--- src/rtl/debug_run_controller.sv ---
// rtl/debug_run_controller.sv - host command decoder, program loader, core run gating and UART state dump
module debug_run_controller #(
    parameter int LEN        = 32,
    parameter int IMEM_DEPTH = 256,
    parameter int DUMP_WORDS = 4,
    localparam int AW = (IMEM_DEPTH > 1) ? $clog2(IMEM_DEPTH) : 1,
    localparam int DW = (DUMP_WORDS > 1) ? $clog2(DUMP_WORDS) : 1
) (
    input  logic           CLK100MHZ,
    input  logic           SWITCH_RESET,
    input  logic [7:0]     rx_data,
    input  logic           rx_valid,
    output logic [7:0]     tx_data,
    output logic           tx_start,
    input  logic           tx_busy,
    output logic           imem_we,
    output logic [AW-1:0]  imem_addr,
    output logic [LEN-1:0] imem_wdata,
    output logic           cpu_enable,
    output logic           cpu_reset,
    input  logic           cpu_halt,
    output logic [DW-1:0]  dump_addr,
    input  logic [LEN-1:0] dump_data,
    output logic [2:0]     state_o
);

    localparam int BYTES = LEN / 8;
    localparam int BW    = (BYTES > 1) ? $clog2(BYTES) : 1;
    localparam int WW    = $clog2(DUMP_WORDS + 1);

    localparam logic [7:0] CMD_START   = 8'h01;
    localparam logic [7:0] CMD_CONT    = 8'h02;
    localparam logic [7:0] CMD_STEPBS  = 8'h03;
    localparam logic [7:0] CMD_REPROG  = 8'h05;
    localparam logic [7:0] CMD_STEP    = 8'h06;

    typedef enum logic [2:0] {
        S_IDLE  = 3'd0,
        S_PROG  = 3'd1,
        S_READY = 3'd2,
        S_CONT  = 3'd3,
        S_STEP  = 3'd4,
        S_DUMP  = 3'd5
    } state_t;

    typedef enum logic [1:0] {
        D_WAIT,
        D_LOAD,
        D_SEND,
        D_GUARD
    } dphase_t;

    state_t         state;
    state_t         post_state;
    dphase_t        dphase;
    logic [BW-1:0]  byte_idx;
    logic [LEN-1:0] asm_word;
    logic [AW-1:0]  prog_addr;
    logic [LEN-1:0] cycle_cnt;
    logic           step_active;
    logic [WW-1:0]  word_idx;
    logic [BW-1:0]  tx_idx;
    logic [LEN-1:0] tx_word;

    logic [LEN-1:0] word_next;
    logic           word_done;

    // Bytes arrive LSB first: each new byte enters at the top and the word shifts down.
    assign word_next = (asm_word >> 8) | (LEN'(rx_data) << (LEN - 8));
    assign word_done = (byte_idx == BW'(BYTES - 1));
    assign state_o   = state;

    always_ff @(posedge CLK100MHZ or negedge SWITCH_RESET) begin
        if (!SWITCH_RESET) begin
            state       <= S_IDLE;
            post_state  <= S_READY;
            dphase      <= D_WAIT;
            byte_idx    <= '0;
            asm_word    <= '0;
            prog_addr   <= '0;
            cycle_cnt   <= '0;
            step_active <= 1'b0;
            word_idx    <= '0;
            tx_idx      <= '0;
            tx_word     <= '0;
            tx_data     <= '0;
            tx_start    <= 1'b0;
            imem_we     <= 1'b0;
            imem_addr   <= '0;
            imem_wdata  <= '0;
            cpu_enable  <= 1'b0;
            cpu_reset   <= 1'b1;
            dump_addr   <= '0;
        end else begin
            imem_we  <= 1'b0;
            tx_start <= 1'b0;
            if (cpu_enable) begin
                cycle_cnt <= cycle_cnt + LEN'(1);
            end

            case (state)
                S_IDLE: begin
                    if (rx_valid) begin
                        if (rx_data == CMD_REPROG) begin
                            state     <= S_PROG;
                            cpu_reset <= 1'b1;
                            byte_idx  <= '0;
                            prog_addr <= '0;
                            imem_addr <= '0;
                            cycle_cnt <= '0;
                        end else if (rx_data == CMD_START) begin
                            state     <= S_READY;
                            cpu_reset <= 1'b0;
                        end
                    end
                end

                S_PROG: begin
                    if (rx_valid) begin
                        asm_word <= word_next;
                        if (word_done) begin
                            byte_idx   <= '0;
                            imem_we    <= 1'b1;
                            imem_wdata <= word_next;
                            imem_addr  <= prog_addr;
                            prog_addr  <= prog_addr + AW'(1);
                            if ((&word_next) || (prog_addr == AW'(IMEM_DEPTH - 1))) begin
                                state     <= S_READY;
                                cpu_reset <= 1'b0;
                            end
                        end else begin
                            byte_idx <= byte_idx + BW'(1);
                        end
                    end
                end

                S_READY: begin
                    if (rx_valid) begin
                        if (rx_data == CMD_CONT) begin
                            state      <= S_CONT;
                            cpu_enable <= 1'b1;
                        end else if (rx_data == CMD_STEPBS) begin
                            state <= S_STEP;
                        end else if (rx_data == CMD_REPROG) begin
                            state     <= S_PROG;
                            cpu_reset <= 1'b1;
                            byte_idx  <= '0;
                            prog_addr <= '0;
                            imem_addr <= '0;
                            cycle_cnt <= '0;
                        end
                    end
                end

                S_CONT: begin
                    // The halt cycle itself is still enabled; gating stops on the next one.
                    if (cpu_halt) begin
                        cpu_enable <= 1'b0;
                        post_state <= S_READY;
                        state      <= S_DUMP;
                        dphase     <= D_WAIT;
                        dump_addr  <= '0;
                        word_idx   <= '0;
                        tx_idx     <= '0;
                    end
                end

                S_STEP: begin
                    if (step_active) begin
                        step_active <= 1'b0;
                        cpu_enable  <= 1'b0;
                        post_state  <= cpu_halt ? S_READY : S_STEP;
                        state       <= S_DUMP;
                        dphase      <= D_WAIT;
                        dump_addr   <= '0;
                        word_idx    <= '0;
                        tx_idx      <= '0;
                    end else if (rx_valid) begin
                        if (rx_data == CMD_STEP) begin
                            cpu_enable  <= 1'b1;
                            step_active <= 1'b1;
                        end else if (rx_data == CMD_CONT) begin
                            state      <= S_CONT;
                            cpu_enable <= 1'b1;
                        end
                    end
                end

                S_DUMP: begin
                    case (dphase)
                        D_WAIT: begin
                            dphase <= D_LOAD;
                        end
                        D_LOAD: begin
                            tx_word <= (word_idx == '0) ? cycle_cnt : dump_data;
                            dphase  <= D_SEND;
                        end
                        D_SEND: begin
                            if (!tx_busy) begin
                                tx_data  <= tx_word[7:0];
                                tx_start <= 1'b1;
                                tx_word  <= tx_word >> 8;
                                dphase   <= D_GUARD;
                            end
                        end
                        default: begin
                            // Guard cycle: the UART has not yet had a chance to raise tx_busy.
                            if (tx_idx == BW'(BYTES - 1)) begin
                                tx_idx <= '0;
                                if (word_idx == WW'(DUMP_WORDS)) begin
                                    state <= post_state;
                                end else begin
                                    dump_addr <= DW'(word_idx);
                                    word_idx  <= word_idx + WW'(1);
                                    dphase    <= D_WAIT;
                                end
                            end else begin
                                tx_idx <= tx_idx + BW'(1);
                                dphase <= D_SEND;
                            end
                        end
                    endcase
                end

                default: begin
                    state     <= S_IDLE;
                    cpu_reset <= 1'b1;
                end
            endcase
        end
    end

endmodule

--- config.mk ---
export PLATFORM = sky130hd
export DESIGN_NAME = debug_run_controller
export DESIGN_NICKNAME = d
export VERILOG_FILES = /design/src/rtl/debug_run_controller.sv
export SDC_FILE = /design/constraint.sdc
export NUM_CORES = 1
export LEC_CHECK = 0
export BUFFER_PORTS_ARGS = -buffer_cell sky130_fd_sc_hd__buf_2
export CORE_MARGIN = 4
export CORE_UTILIZATION = 30
export DETAILED_ROUTE_END_ITERATION = 12
export MAX_ROUTING_LAYER = met4
export PLACE_DENSITY_LB_ADDON = 0.1
export SYNTH_ARGS = -nofsm -noshare
export SYNTH_HDL_FRONTEND = slang
export SYNTH_SLANG_ARGS = --single-unit
--- constraint.sdc ---
create_clock -name CLK100MHZ -period 2.5 [get_ports CLK100MHZ]
set_input_delay 0.25 -clock CLK100MHZ [delete_from_list [all_inputs] [get_ports CLK100MHZ]]
set_output_delay 0.25 -clock CLK100MHZ [all_outputs]
set_load 0.01 [all_outputs]
==> metrics.yaml <==
global_routing:
  grt_max_degree: 60
  grt_usage_pct: 14.6
  grt_overflow: 0
  grt_pass1_wl_um: 32800
  grt_pass1_vias: 5959
  antenna_found_initial: 1
placed_design:
  gp_congestion: 0.822
  numPortBuffers: 101
  dpl.cell_count: 1132
  dp_hpwl_um: 13900
sta:
  max_slew_margin_pct: 63.8
  final-hold-violation-count: 0
  slew_violations: 0
  worst_pin_slew_ns: 0.543
  setup_viol: 0
  rsz0062_at_grt: "false"
  period_share_pct: 87.8
  setup_tns_ns: 0
  fin_crit_ns: 2.19
  timing.fmax_ghz: 0.456
  skew_ns: 0.0146
worst_setup_path:
  crit_type: "reg -> reg"
  reg2reg_to: "state_o[2]$_DFFE_PN0P_"
  r2r-start: "asm_word[18]$_DFFE_PN0P_"
  reg2reg_depth: 5
  crit_path_end: "state_o[2]$_DFFE_PN0P_"
  worstPathArrival_ns: 2.49
  critPathLaunchType: "flop"
  r2r_slack_ns: 0.31
  crit_fanout: 4
  crit_path_start: "asm_word[18]$_DFFE_PN0P_"
  cp.required_ns: 2.79
  worst_setup_path_end_kind: "flop"
power_and_ir_drop:
  ir_worst_vdd_v: 0.000454
  leakage_nw: 4.28
  pwr_density_cell_nw_per_um2: 762
final_layout:
  syn2layout_area_growth_pct: 19.7
  drive_gt1_share_pct: 27.5
  final_cells: 1166
  nNetsFinal: 876
  fillers: 2563
logic_synthesis:
  yosysWarnings: 0
  synthesis.instances: 722
  yosys-top-cells-count: "163 x dfrtp_1, 76 x nor2_1, 69 x nand2_1"
  yosysMostFrequentCell: "dfrtp_1"
  syn_area_sq_um: 7790
  ys_seq_elements: 165
  synth_top_cell_area_share_pct: 52.3
  yosysTopAreaCell: "dfrtp_1"
  ys_seq_area_share_pct: 53.0
  async_reset_ff_share_pct: 100
  ys_top_cells_by_area: "dfrtp_1 52%, mux2_2 9.1%, mux2i_1 4.4%"
  synth_edf_count: 0
  syn_area_per_cell_sq_um: 10.8
  synth_nets: 776
  synthFlopType: "dfrtp_1"
  synth_cell_types: 64
clock_tree:
  cts.clk_slew.worst_paths_ns: 0.07
  cts_resized: 0
  cts_num_sinks: 165
  cts_root_buf: "clkbuf_16"
  clk_path_buf_depth: 2
  clk_latency_ns: 0.42
  cts-buffers-inserted: 17
  h-tree-depth: 4
  cts_tree: "yes"
drt:
  drc_errors: 0
  vias: 5736
  ant_nets: 0
  dr.pass1.iters: 4
  wl_per_cell_um: 16.7
  wl_um: 19500
  drtIter0Drc: 318
  vias_per_cell: 4.92
flow_run:
  max_cap_violations: 0
hold_path:
  hp-class: "in -> reg"
die:
  rows: 58
  dieArea_sq_um: 28600
  die_y_um: 169
  ios: 102
  die_width_um: 169
  initial_core_util_pct: 30.7
  core_sq_um: 25400
outcome:
  status: "finished clean"
==> worst max-delay path: stages (launching register included) <==
cell and delay [ns]:
dfrtp_1 0.41, nand4_1 0.14, nor4_1 0.46, a21oi_1 0.26
nor4_4 0.42, mux2_1 0.37
==> worst min path at each step <==
stage,start,slack [ns],cells after the start,end
after floorplan,SWITCH_RESET,-0.05,0,asm_word[10]$_DFFE_PN0P_
after global placement,SWITCH_RESET,0.26,1,tx_start$_DFF_PN0_
after detailed placement,SWITCH_RESET,0.26,1,tx_start$_DFF_PN0_
after CTS,cpu_halt,0.07,2,post_state[2]$_DFFE_PN0P_
after global routing,cpu_halt,0.12,2,post_state[2]$_DFFE_PN0P_
final,cpu_halt,0.1,2,post_state[2]$_DFFE_PN0P_
==> what timing repair did <==
action	4_1_cts	5_1_grt
setup buffers	0	0
hold endpoints to repair	49	0
hold buffers	1	0
==> cells by family (layout without fill, tap and decap cells) <==
logic type | Yosys count | count (layout) | share of synthesized area [%]
AND/OR/NAND/NOR | 237 | 237 | 15.1
flip-flops | 165 | 165 | 53.0
AO/OA/AOI/OAI | 129 | 129 | 10.0
multiplexers | 100 | 100 | 13.9
buffers and inverters | 51 | 164 | 3.02
XOR/XNOR | 31 | 31 | 3.48
adder cells (fa/ha/maj) | 9 | 9 | 1.44
other | 0 | 1 | 0
==> cell usage in the layout (no fill, tap or decap), types with 6 or more instances in the layout <==
cell,count
dfrtp_1,163
buf_2,100
nor2_1,76
nand2_1,69
mux2_2,63
o21ai_0,53
mux2i_1,34
a21oi_1,33
xnor2_1,22
nand4_1,17
clkbuf_16,17
buf_4,14
and3_1,10
nand3_1,10
nor3_1,10
inv_1,9
xor2_1,9
ha_1,9
a22o_1,8
nor4_1,7
o31ai_1,7
inv_6,7
nor2b_1,6
and4_1,6
==> registers in the layout, indices dropped and copies added, names as in the netlist, 8 cells and up <==
signal / cells
asm_word: 24
cycle_cnt: 32
imem_addr: 8
imem_wdata: 32
prog_addr: 8
tx_data: 8
tx_word: 32
==> cell type report <==
type / instances / area (sq um) / share of cell area, %
antenna: 1 / 2.50 / 0.0268
clock buffer: 19 / 443 / 4.75
clock inverter: 13 / 135 / 1.45
inverter: 11 / 41.3 / 0.443
multi-input combinational: 506 / 3440 / 36.8
sequential: 165 / 4130 / 44.3
tap: 330 / 413 / 4.43
timing repair buffer: 121 / 727 / 7.79
==> report_power, final <==
group	internal [mW]	total (mW)	switching, mW	leakage, nW
registers	3.05	3.30	0.249	1.98
logic	0.603	1.20	0.597	2.03
clock network	1.43	2.60	1.17	0.278
total	5.09	7.11	2.02	4.28
==> through the flow <==
stage          util, %  cell area [sq um]  hold WS [ns]  power [mW]  worst slack, ns
2_1_floorplan        -               7790       -0.0456        3.98            0.392
3_3_place_gp      34.4               8740         0.260        4.56            0.285
3_5_place_dp      34.4               8740         0.264        4.58            0.232
4_1_cts           36.7               9330        0.0741        7.25            0.219
5_1_grt           36.7               9330         0.120        7.52            0.140
6_report          36.7               9330        0.0988        7.11            0.306
==> routing by layer <==
| layer | up-vias | track usage (%) | wire (um) |
|---|---|---|---|
| met3 | 18 | 3.19 | 947 |
| met5 | - | - | 0 |
| met1 | 2803 | 19.3 | 9030 |
| met4 | 0 | 3.61 | 269 |
| met2 | 122 | 23.2 | 9220 |
| li1 | 2793 | - | - |
Power figures use the tool's default switching activity.
